**config.mk**
```make
export PLATFORM = sky130hd
export DESIGN_NAME = alu_decode_stage
export DESIGN_NICKNAME = d
export VERILOG_FILES = /design/src/rtl/alu_decode_stage.sv
export SDC_FILE = /design/constraint.sdc
export NUM_CORES = 1
export LEC_CHECK = 0
export CAP_MARGIN = 25
export CORE_ASPECT_RATIO = 1.2
export CORE_MARGIN = 3
export CORE_UTILIZATION = 47
export DETAILED_ROUTE_END_ITERATION = 8
export PLACE_DENSITY = 0.85
export REMOVE_ABC_BUFFERS = 1
export SLEW_MARGIN = 20
export SYNTH_ARGS = -nofsm -noshare
export SYNTH_HDL_FRONTEND = slang
export SYNTH_SLANG_ARGS = --single-unit
```
**constraint.sdc**
```tcl
create_clock -name clk -period 5.58 [get_ports clk]
set_input_delay 1.674 -clock clk [delete_from_list [all_inputs] [get_ports clk]]
set_output_delay 1.674 -clock clk [all_outputs]
set_load 0.005 [all_outputs]
```
**src/rtl/alu_decode_stage.sv**
```systemverilog
// rtl/alu_decode_stage.sv - registered RV32I decode stage driving the ALU operand/select interface
// Optional DECODE_ILLEGAL_EN adds a registered Illegal output for unsupported encodings.
module alu_decode_stage #(
  parameter int WIDTH_DATA_LENGTH   = 32,
  parameter int WIDTH_ALUSEL_LENGTH = 4
) (
  input  logic                           clk,
  input  logic                           rst,
  input  logic [WIDTH_DATA_LENGTH-1:0]   InstIn,
  input  logic [WIDTH_DATA_LENGTH-1:0]   PCIn,
  input  logic                           InValid,
  output logic                           InReady,
  input  logic                           Flush,
  output logic                           OutValid,
  input  logic                           OutReady,
  output logic [WIDTH_DATA_LENGTH-1:0]   PCOut,
  output logic [WIDTH_ALUSEL_LENGTH-1:0] ALUSel,
  output logic                           ASel,
  output logic [1:0]                     BSel,
  output logic [WIDTH_DATA_LENGTH-1:0]   Imm,
  output logic [4:0]                     Rs1Addr,
  output logic [4:0]                     Rs2Addr,
  output logic [4:0]                     RdAddr,
  output logic [2:0]                     Funct3,
  output logic                           RegWEn,
  output logic                           MemRd,
  output logic                           MemWr,
  output logic                           BrEn,
  output logic                           JmpEn,
  output logic                           WBSel
`ifdef DECODE_ILLEGAL_EN
  ,
  output logic                           Illegal
`endif
);

  localparam int W = WIDTH_DATA_LENGTH;

  localparam logic [6:0] OPC_OP     = 7'b0110011;
  localparam logic [6:0] OPC_OPIMM  = 7'b0010011;
  localparam logic [6:0] OPC_LOAD   = 7'b0000011;
  localparam logic [6:0] OPC_STORE  = 7'b0100011;
  localparam logic [6:0] OPC_BRANCH = 7'b1100011;
  localparam logic [6:0] OPC_JAL    = 7'b1101111;
  localparam logic [6:0] OPC_JALR   = 7'b1100111;
  localparam logic [6:0] OPC_LUI    = 7'b0110111;
  localparam logic [6:0] OPC_AUIPC  = 7'b0010111;

  localparam logic [WIDTH_ALUSEL_LENGTH-1:0] ALU_ADD   = 'd0;
  localparam logic [WIDTH_ALUSEL_LENGTH-1:0] ALU_LINK  = 'd14;
  localparam logic [WIDTH_ALUSEL_LENGTH-1:0] ALU_PASSB = 'd15;

  logic [6:0] opcode;
  logic [2:0] f3;
  logic [6:0] f7;
  logic       rd_nz;
  logic       capture;

  logic [W-1:0] imm_i, imm_s, imm_b, imm_u, imm_j, imm_sh;

  logic [WIDTH_ALUSEL_LENGTH-1:0] d_alusel;
  logic         d_asel;
  logic [1:0]   d_bsel;
  logic [W-1:0] d_imm;
  logic         d_regwen, d_memrd, d_memwr, d_bren, d_jmpen, d_wbsel, d_illegal;

  assign opcode = InstIn[6:0];
  assign f3     = InstIn[14:12];
  assign f7     = InstIn[31:25];
  assign rd_nz  = |InstIn[11:7];

  assign imm_i  = {{(W-12){InstIn[31]}}, InstIn[31:20]};
  assign imm_s  = {{(W-12){InstIn[31]}}, InstIn[31:25], InstIn[11:7]};
  assign imm_b  = {{(W-13){InstIn[31]}}, InstIn[31], InstIn[7], InstIn[30:25], InstIn[11:8], 1'b0};
  assign imm_u  = {InstIn[W-1:12], 12'b0};
  assign imm_j  = {{(W-21){InstIn[31]}}, InstIn[31], InstIn[19:12], InstIn[20], InstIn[30:21], 1'b0};
  assign imm_sh = {{(W-5){1'b0}}, InstIn[24:20]};

  // funct3 -> ALU select; alt picks SUB (funct3 000) or SRA (funct3 101)
  function automatic logic [WIDTH_ALUSEL_LENGTH-1:0] alu_from_f3(input logic [2:0] fn, input logic alt);
    logic [WIDTH_ALUSEL_LENGTH-1:0] sel;
    sel = ALU_ADD;
    case (fn)
      3'b000:  sel = alt ? 'd1 : 'd0;
      3'b001:  sel = 'd2;
      3'b010:  sel = 'd3;
      3'b011:  sel = 'd4;
      3'b100:  sel = 'd5;
      3'b101:  sel = alt ? 'd7 : 'd6;
      3'b110:  sel = 'd8;
      default: sel = 'd9;
    endcase
    return sel;
  endfunction

  always_comb begin
    d_alusel  = ALU_ADD;
    d_asel    = 1'b0;
    d_bsel    = 2'd0;
    d_imm     = '0;
    d_regwen  = 1'b0;
    d_memrd   = 1'b0;
    d_memwr   = 1'b0;
    d_bren    = 1'b0;
    d_jmpen   = 1'b0;
    d_wbsel   = 1'b0;
    d_illegal = 1'b0;
    case (opcode)
      OPC_OP: begin
        if (f7 == 7'b0000000 || (f7 == 7'b0100000 && (f3 == 3'b000 || f3 == 3'b101))) begin
          d_alusel = alu_from_f3(f3, InstIn[30]);
          d_regwen = rd_nz;
        end else begin
          d_illegal = 1'b1;
        end
      end
      OPC_OPIMM: begin
        if ((f3 == 3'b001 && f7 != 7'b0000000) ||
            (f3 == 3'b101 && f7 != 7'b0000000 && f7 != 7'b0100000)) begin
          d_illegal = 1'b1;
        end else begin
          d_alusel = alu_from_f3(f3, InstIn[30] && f3 == 3'b101);
          d_bsel   = 2'd1;
          d_imm    = (f3 == 3'b001 || f3 == 3'b101) ? imm_sh : imm_i;
          d_regwen = rd_nz;
        end
      end
      OPC_LOAD: begin
        d_bsel   = 2'd1;
        d_imm    = imm_i;
        d_memrd  = 1'b1;
        d_wbsel  = 1'b1;
        d_regwen = rd_nz;
      end
      OPC_STORE: begin
        d_bsel  = 2'd1;
        d_imm   = imm_s;
        d_memwr = 1'b1;
      end
      OPC_BRANCH: begin
        d_asel = 1'b1;
        d_bsel = 2'd1;
        d_imm  = imm_b;
        d_bren = 1'b1;
      end
      OPC_JAL, OPC_JALR: begin
        d_alusel = ALU_LINK;
        d_asel   = 1'b1;
        d_bsel   = 2'd2;
        d_imm    = (opcode == OPC_JAL) ? imm_j : imm_i;
        d_jmpen  = 1'b1;
        d_regwen = rd_nz;
      end
      OPC_LUI: begin
        d_alusel = ALU_PASSB;
        d_bsel   = 2'd1;
        d_imm    = imm_u;
        d_regwen = rd_nz;
      end
      OPC_AUIPC: begin
        d_asel   = 1'b1;
        d_bsel   = 2'd1;
        d_imm    = imm_u;
        d_regwen = rd_nz;
      end
      default: d_illegal = 1'b1;
    endcase
  end

  assign InReady = !OutValid || OutReady;
  assign capture = InValid && InReady;

  // Flush outranks capture and hold; data registers may keep stale contents
  always_ff @(posedge clk or posedge rst) begin
    if (rst) begin
      OutValid <= 1'b0;
      PCOut    <= '0;
      ALUSel   <= '0;
      ASel     <= 1'b0;
      BSel     <= 2'd0;
      Imm      <= '0;
      Rs1Addr  <= 5'd0;
      Rs2Addr  <= 5'd0;
      RdAddr   <= 5'd0;
      Funct3   <= 3'd0;
      RegWEn   <= 1'b0;
      MemRd    <= 1'b0;
      MemWr    <= 1'b0;
      BrEn     <= 1'b0;
      JmpEn    <= 1'b0;
      WBSel    <= 1'b0;
`ifdef DECODE_ILLEGAL_EN
      Illegal  <= 1'b0;
`endif
    end else if (Flush) begin
      OutValid <= 1'b0;
`ifdef DECODE_ILLEGAL_EN
      Illegal  <= 1'b0;
`endif
    end else if (capture) begin
      OutValid <= 1'b1;
      PCOut    <= PCIn;
      ALUSel   <= d_alusel;
      ASel     <= d_asel;
      BSel     <= d_bsel;
      Imm      <= d_imm;
      Rs1Addr  <= InstIn[19:15];
      Rs2Addr  <= InstIn[24:20];
      RdAddr   <= InstIn[11:7];
      Funct3   <= f3;
      RegWEn   <= d_regwen;
      MemRd    <= d_memrd;
      MemWr    <= d_memwr;
      BrEn     <= d_bren;
      JmpEn    <= d_jmpen;
      WBSel    <= d_wbsel;
`ifdef DECODE_ILLEGAL_EN
      Illegal  <= d_illegal;
`endif
    end else if (OutReady) begin
      OutValid <= 1'b0;
    end
  end

endmodule

```
== After elaboration in Yosys (flattened, before gate mapping) ==
Index checks and enable logic that the tools add are counted.

* Equal/unequal tests: 17
* Mux-type cells: 26
* Bitwise operators: 1
* Reduce and logical (&&, ||, !) cells: 23

{| class="wikitable"
|+ Operator list
! cell !! number
|-
| one-hot mux 32 bit (6 select lines) || 1
|-
| two-way mux 32 bit || 2
|-
| one-hot mux 4 bit (7 select lines) || 2
|-
| equality test 7 x 6 -> 1 bit, second input constant || 4
|-
| equality test 7 bit, second input constant || 3
|-
| two-way mux 20 bit || 1
|-
| one-hot mux 4 bit (4 select lines) || 1
|-
| two-way mux 1 bit || 15
|-
| OR reduction 5 bit || 3
|-
| equality test 7 x 5 -> 1 bit, second input constant || 2
|-
| equality test 3 bit, second input constant || 3
|-
| two-way mux 4 bit || 2
|-
| equality test 7 x 2 -> 1 bit, second input constant || 1
|-
| logical NOT 7 bit || 1
|-
| != test 7 x 6 -> 1 bit, second input constant || 1
|-
| nonzero test 7 bit || 1
|-
| equality test 3 x 2 -> 1 bit, second input constant || 2
|-
| logical AND 1 bit || 6
|-
| one-hot mux 2 bit (3 select lines) || 1
|-
| logical OR 1 bit || 5
|-
| OR reduction 2 bit || 2
|-
| OR reduction 4 bit || 1
|-
| equality test 3 x 1 -> 1 bit, second input constant || 1
|-
| logical NOT 3 bit || 1
|-
| other kinds (5) || 5
|}

* Bits in registers: 95

== Depth between registers and ports, before layout ==
* Depth in word-level cells: 6
* Depth in mapped cells: 8

== Worst setup path before layout ==
No wires, ideal clock.

* Kind: input -> output
* From: in OutReady
* To: out InReady
* Arrival: 1.941 ns
* Slack: 1.965 ns
* Stages: 2
* Path through: nor2b_1 inv_1

* Longest elaborated chain between the ends: 1

{| class="wikitable"
|+ RTL lines
! element !! RTL line !! text
|-
| start, declared || 15 || <nowiki>input logic OutReady,</nowiki>
|-
| logical OR 1 bit || 170 || <nowiki>assign InReady = !OutValid || OutReady;</nowiki>
|-
| end, declared || 12 || <nowiki>output logic InReady,</nowiki>
|}

No other way between the ends.

== Worst setup path in the final report ==
Same ends and word-level chain as after synthesis.

==> results list <==
* Top cells by count, synth: 176 x sky130_fd_sc_hd__nand2_1, 95 x sky130_fd_sc_hd__dfrtp_1, 33 x sky130_fd_sc_hd__nor2_1
- 0 antenna diodes ended up in the layout.
* Top cell type by total area after synthesis: sky130_fd_sc_hd__dfrtp_1
* Detailed placement HPWL: 8270 um
- Setup violations remaining at the end of the flow were counted as 0.
* CTS max path bufs: 2
* CTS-repair resized insts: 0
* Final worst slack: 968 ps
* Reported net switching power: between 0.4 and 0.5 mW
- Die outline height: 108 um
* Sw Share: 24.8%
- CTS H-tree depth: 3
- Initial core utilization: 49.4%
* Number of DRC markers in iteration 0: 212
- After detailed routing, the number of remaining DRC violations is 0.
- During synthesis, Yosys emitted a total of 0 warnings.
* Root Buffer Master: sky130_fd_sc_hd__clkbuf_8
- Largest fanout on the critical path: 3
- Count of buffers from port buffering: around 170
* Tightest slew margin relative to the limit: 44.0%
- Per report_power, the combinational group accounts for roughly 22% of the total.
* Area growth from synthesis to layout: 47.9%
- The share of total power dissipated in the clock network is 29.9%.
- A synthesized cell averages slightly above 9 um^2.
- The congestion estimate from routability-driven global placement came to 0.824.
* Final Max Tran Viols: 0
- Proportion of power drawn by flip-flops and latches: a little under half
- Total power: 1.70 mW
* Worst endpoint data arrival time: 2940 ps
- Period minus WS final: roughly 4600 ps
- Reported max-cap violation count: 0
- Clock-pin slew was measured on the worst setup and hold paths at 80 ps.
- CTS saw 95 sinks.
* Status: complete, no violations
* Via/cell ratio: ~5.2
- Number of nets at the end of the flow: 668
* Initial antenna violation count: 0
- Final worst path period share: 82.6%
- After clock tree synthesis, the flow added hold-fix buffers numbering 0.
- After clock tree synthesis, the setup repair step added 0 buffers.
- The number of global-route vias before repair was 3638.
* # rows: 36
- Area of the die: just under 0.01 mm^2
- Fraction of final layout cells with drive strength greater than 1: 6.14%
- Unrepaired setup endpoints after global routing: no
- Post-synth top flop: sky130_fd_sc_hd__dfrtp_1
- For this block, the via count after detailed routing is 3744.
* Worst hold-check slack: 480 ps
* Post-DR wirelength/cell: 16.0 um
- In this run the standard cell core region covers 0.00829 mm^2.
- The critical path is of the in2out type.
- First-pass GRT wire length: 18300 um
- Length of the first detailed-routing pass in iterations: 4
- The hold violation count in the final report was 0.
- I/O pin count: 166
* Maximum number of pins on one net before global-route repair: 96
* Netlist area before placement: 0.00409 mm^2
- Counting flops with a built-in enable in the synthesized netlist gives 0.
- IR analysis of the VDD net gives a maximum drop of around 0.16 mV.
- Ys async rst share: 100%
- Gr ovfl total: 0
- The worst setup path is captured at a primary output.
* Worst path required time: about 3900 ps
* TritonCTS clock tree: done
- Worst-skew pair later-pin latency: 350 ps
- The tightest min-delay check is of the reg2reg type.
- Area share of the leading cell type in the synthesized netlist: 58.1%
- Antenna viol nets, final: 0
- Achievable clock frequency: 217 MHz
- For the pin with the worst max-slew slack, the measured transition is about 840 ps.
* Inserted Clock Buffers: 9
- Synthesis produced a netlist whose cell count is 443.
- The analysis attributes to cell leakage a power of 2.74 nW.
* Clock Skews: 7.40 ps
- Part of the Yosys area used for sequential elements: approximately three fifths
- Cell-internal power: 1.28 mW
- Global-route usage over all layers: 23.4%
* Sum of routed wire length over all layers: 11400 um
- For this design the ratio of total power to cell area is 281 mW/mm^2.
- Number of different library cells in the post-synthesis netlist: 52
- The worst setup path is launched from an input port.
- The die is 91.2 um wide.
- Post-synthesis register bit count: 95
- Prior to clock tree synthesis, the placed netlist has a worst setup slack of 980 ps.
* Sum of negative setup slack: 0 ps
- Count leader, synth: sky130_fd_sc_hd__nand2_1
* Ranking of synthesized cells by area: sky130_fd_sc_hd__dfrtp_1 58%, sky130_fd_sc_hd__nand2_1 16%, sky130_fd_sc_hd__nor2_1 3.0%, sky130_fd_sc_hd__a21oi_1 2.6%, sky130_fd_sc_hd__buf_2 1.8%
[per-layer routing]
layer	wire, um	up-vias	GRT usage (%)
li1	-	1771	-
met5	0	-	0
met2	5920	153	40.7
met1	4670	1798	29.6
met3	644	22	4.18
met4	202	0	7.87
[path summary, 6_finish.rpt]
path                                 from   endpoint  slack (ps)  cells past startpoint
worst max register to register   OutValid    Imm[13]        3090                      6
max in group asynchronous             rst  RdAddr[2]        3120                      2
worst min-delay path            PCOut[21]  PCOut[21]         480                      2
worst max-delay path             OutReady    InReady         970                      4
min in group asynchronous             rst  PCOut[21]        1860                      2
worst min register to register  PCOut[21]  PCOut[21]         480                      2
[power by group through the flow]
stage	Sequential [mW]	Combinational (mW)	Clock [mW]
global placement	0.820	0.371	0
floorplan	0.829	0.111	0
finish	0.812	0.379	0.508
detailed placement	0.825	0.381	0
CTS	0.811	0.384	0.520
global route	0.822	0.412	0.552
[layout make-up]
type / count / area [um^2]
Clock inverter: 3 / 65.1
Clock buffer: 12 / 165
Multi-Input combinational cell: 317 / 1570
Tap cell: 114 / 143
Inverter: 6 / 27.5
Timing Repair Buffer: 170 / 1700
Sequential cell: 95 / 2380
Fill cell: 622 / 2240
[metrics by stage]
| stage | cell area [um^2] | std cells | utilization, % |
|---|---|---|---|
| 3_5_place_dp | 5820 | 702 | 70.2 |
| 6_report | 6050 | 717 | 73.0 |
| 5_1_grt | 6050 | 717 | 73.0 |
| 4_1_cts | 6050 | 717 | 73.0 |
| 3_3_place_gp | 5820 | 702 | 70.2 |
| 2_1_floorplan | 3960 | 418 | - |
[flip-flops by register name, indices dropped and copies added (netlist names)]
register  count
JmpEn         1
RegWEn        1
WBSel         1
OutValid      1
PCOut        32
BSel          2
Rs2Addr       5
MemWr         1
ASel          1
Funct3        3
ALUSel        4
BrEn          1
Imm          32
Rs1Addr       5
RdAddr        5
[critical path, stage by stage]
cell                              delay, ps
sky130_fd_sc_hd__clkdlybuf4s50_1        400
sky130_fd_sc_hd__nor2b_1                270
sky130_fd_sc_hd__inv_1                  120
sky130_fd_sc_hd__clkdlybuf4s50_1        480
[placed cells by master (no fill, tap or decap), types with 2 or more instances in the layout]
cell	n
sky130_fd_sc_hd__nand2_1	176
sky130_fd_sc_hd__clkdlybuf4s50_1	165
sky130_fd_sc_hd__dfrtp_1	95
sky130_fd_sc_hd__nor2_1	33
sky130_fd_sc_hd__a21oi_1	21
sky130_fd_sc_hd__o21ai_0	15
sky130_fd_sc_hd__clkbuf_8	12
sky130_fd_sc_hd__a22o_1	7
sky130_fd_sc_hd__nor3_1	6
sky130_fd_sc_hd__inv_1	5
sky130_fd_sc_hd__o22ai_1	4
sky130_fd_sc_hd__and3_1	4
sky130_fd_sc_hd__a221o_2	4
sky130_fd_sc_hd__buf_4	4
sky130_fd_sc_hd__nand3b_1	3
sky130_fd_sc_hd__a211oi_1	3
sky130_fd_sc_hd__a31oi_1	3
sky130_fd_sc_hd__nor2b_1	2
sky130_fd_sc_hd__nor3b_1	2
sky130_fd_sc_hd__mux2i_1	2
sky130_fd_sc_hd__o21a_1	2
sky130_fd_sc_hd__mux2_2	2
sky130_fd_sc_hd__bufinv_16	2
[cells by family after synthesis]
kind of cell | count (synthesis) | share of synthesized area, %
AOI/OAI and AO/OA | 72 | 12.1
muxes | 4 | 1.04
and+or+nand+nor | 239 | 24.6
buffers and inverters | 31 | 3.67
DFF | 95 | 58.1
xor gates and xnor gates | 2 | 0.428
Power figures use the tool's default switching activity.
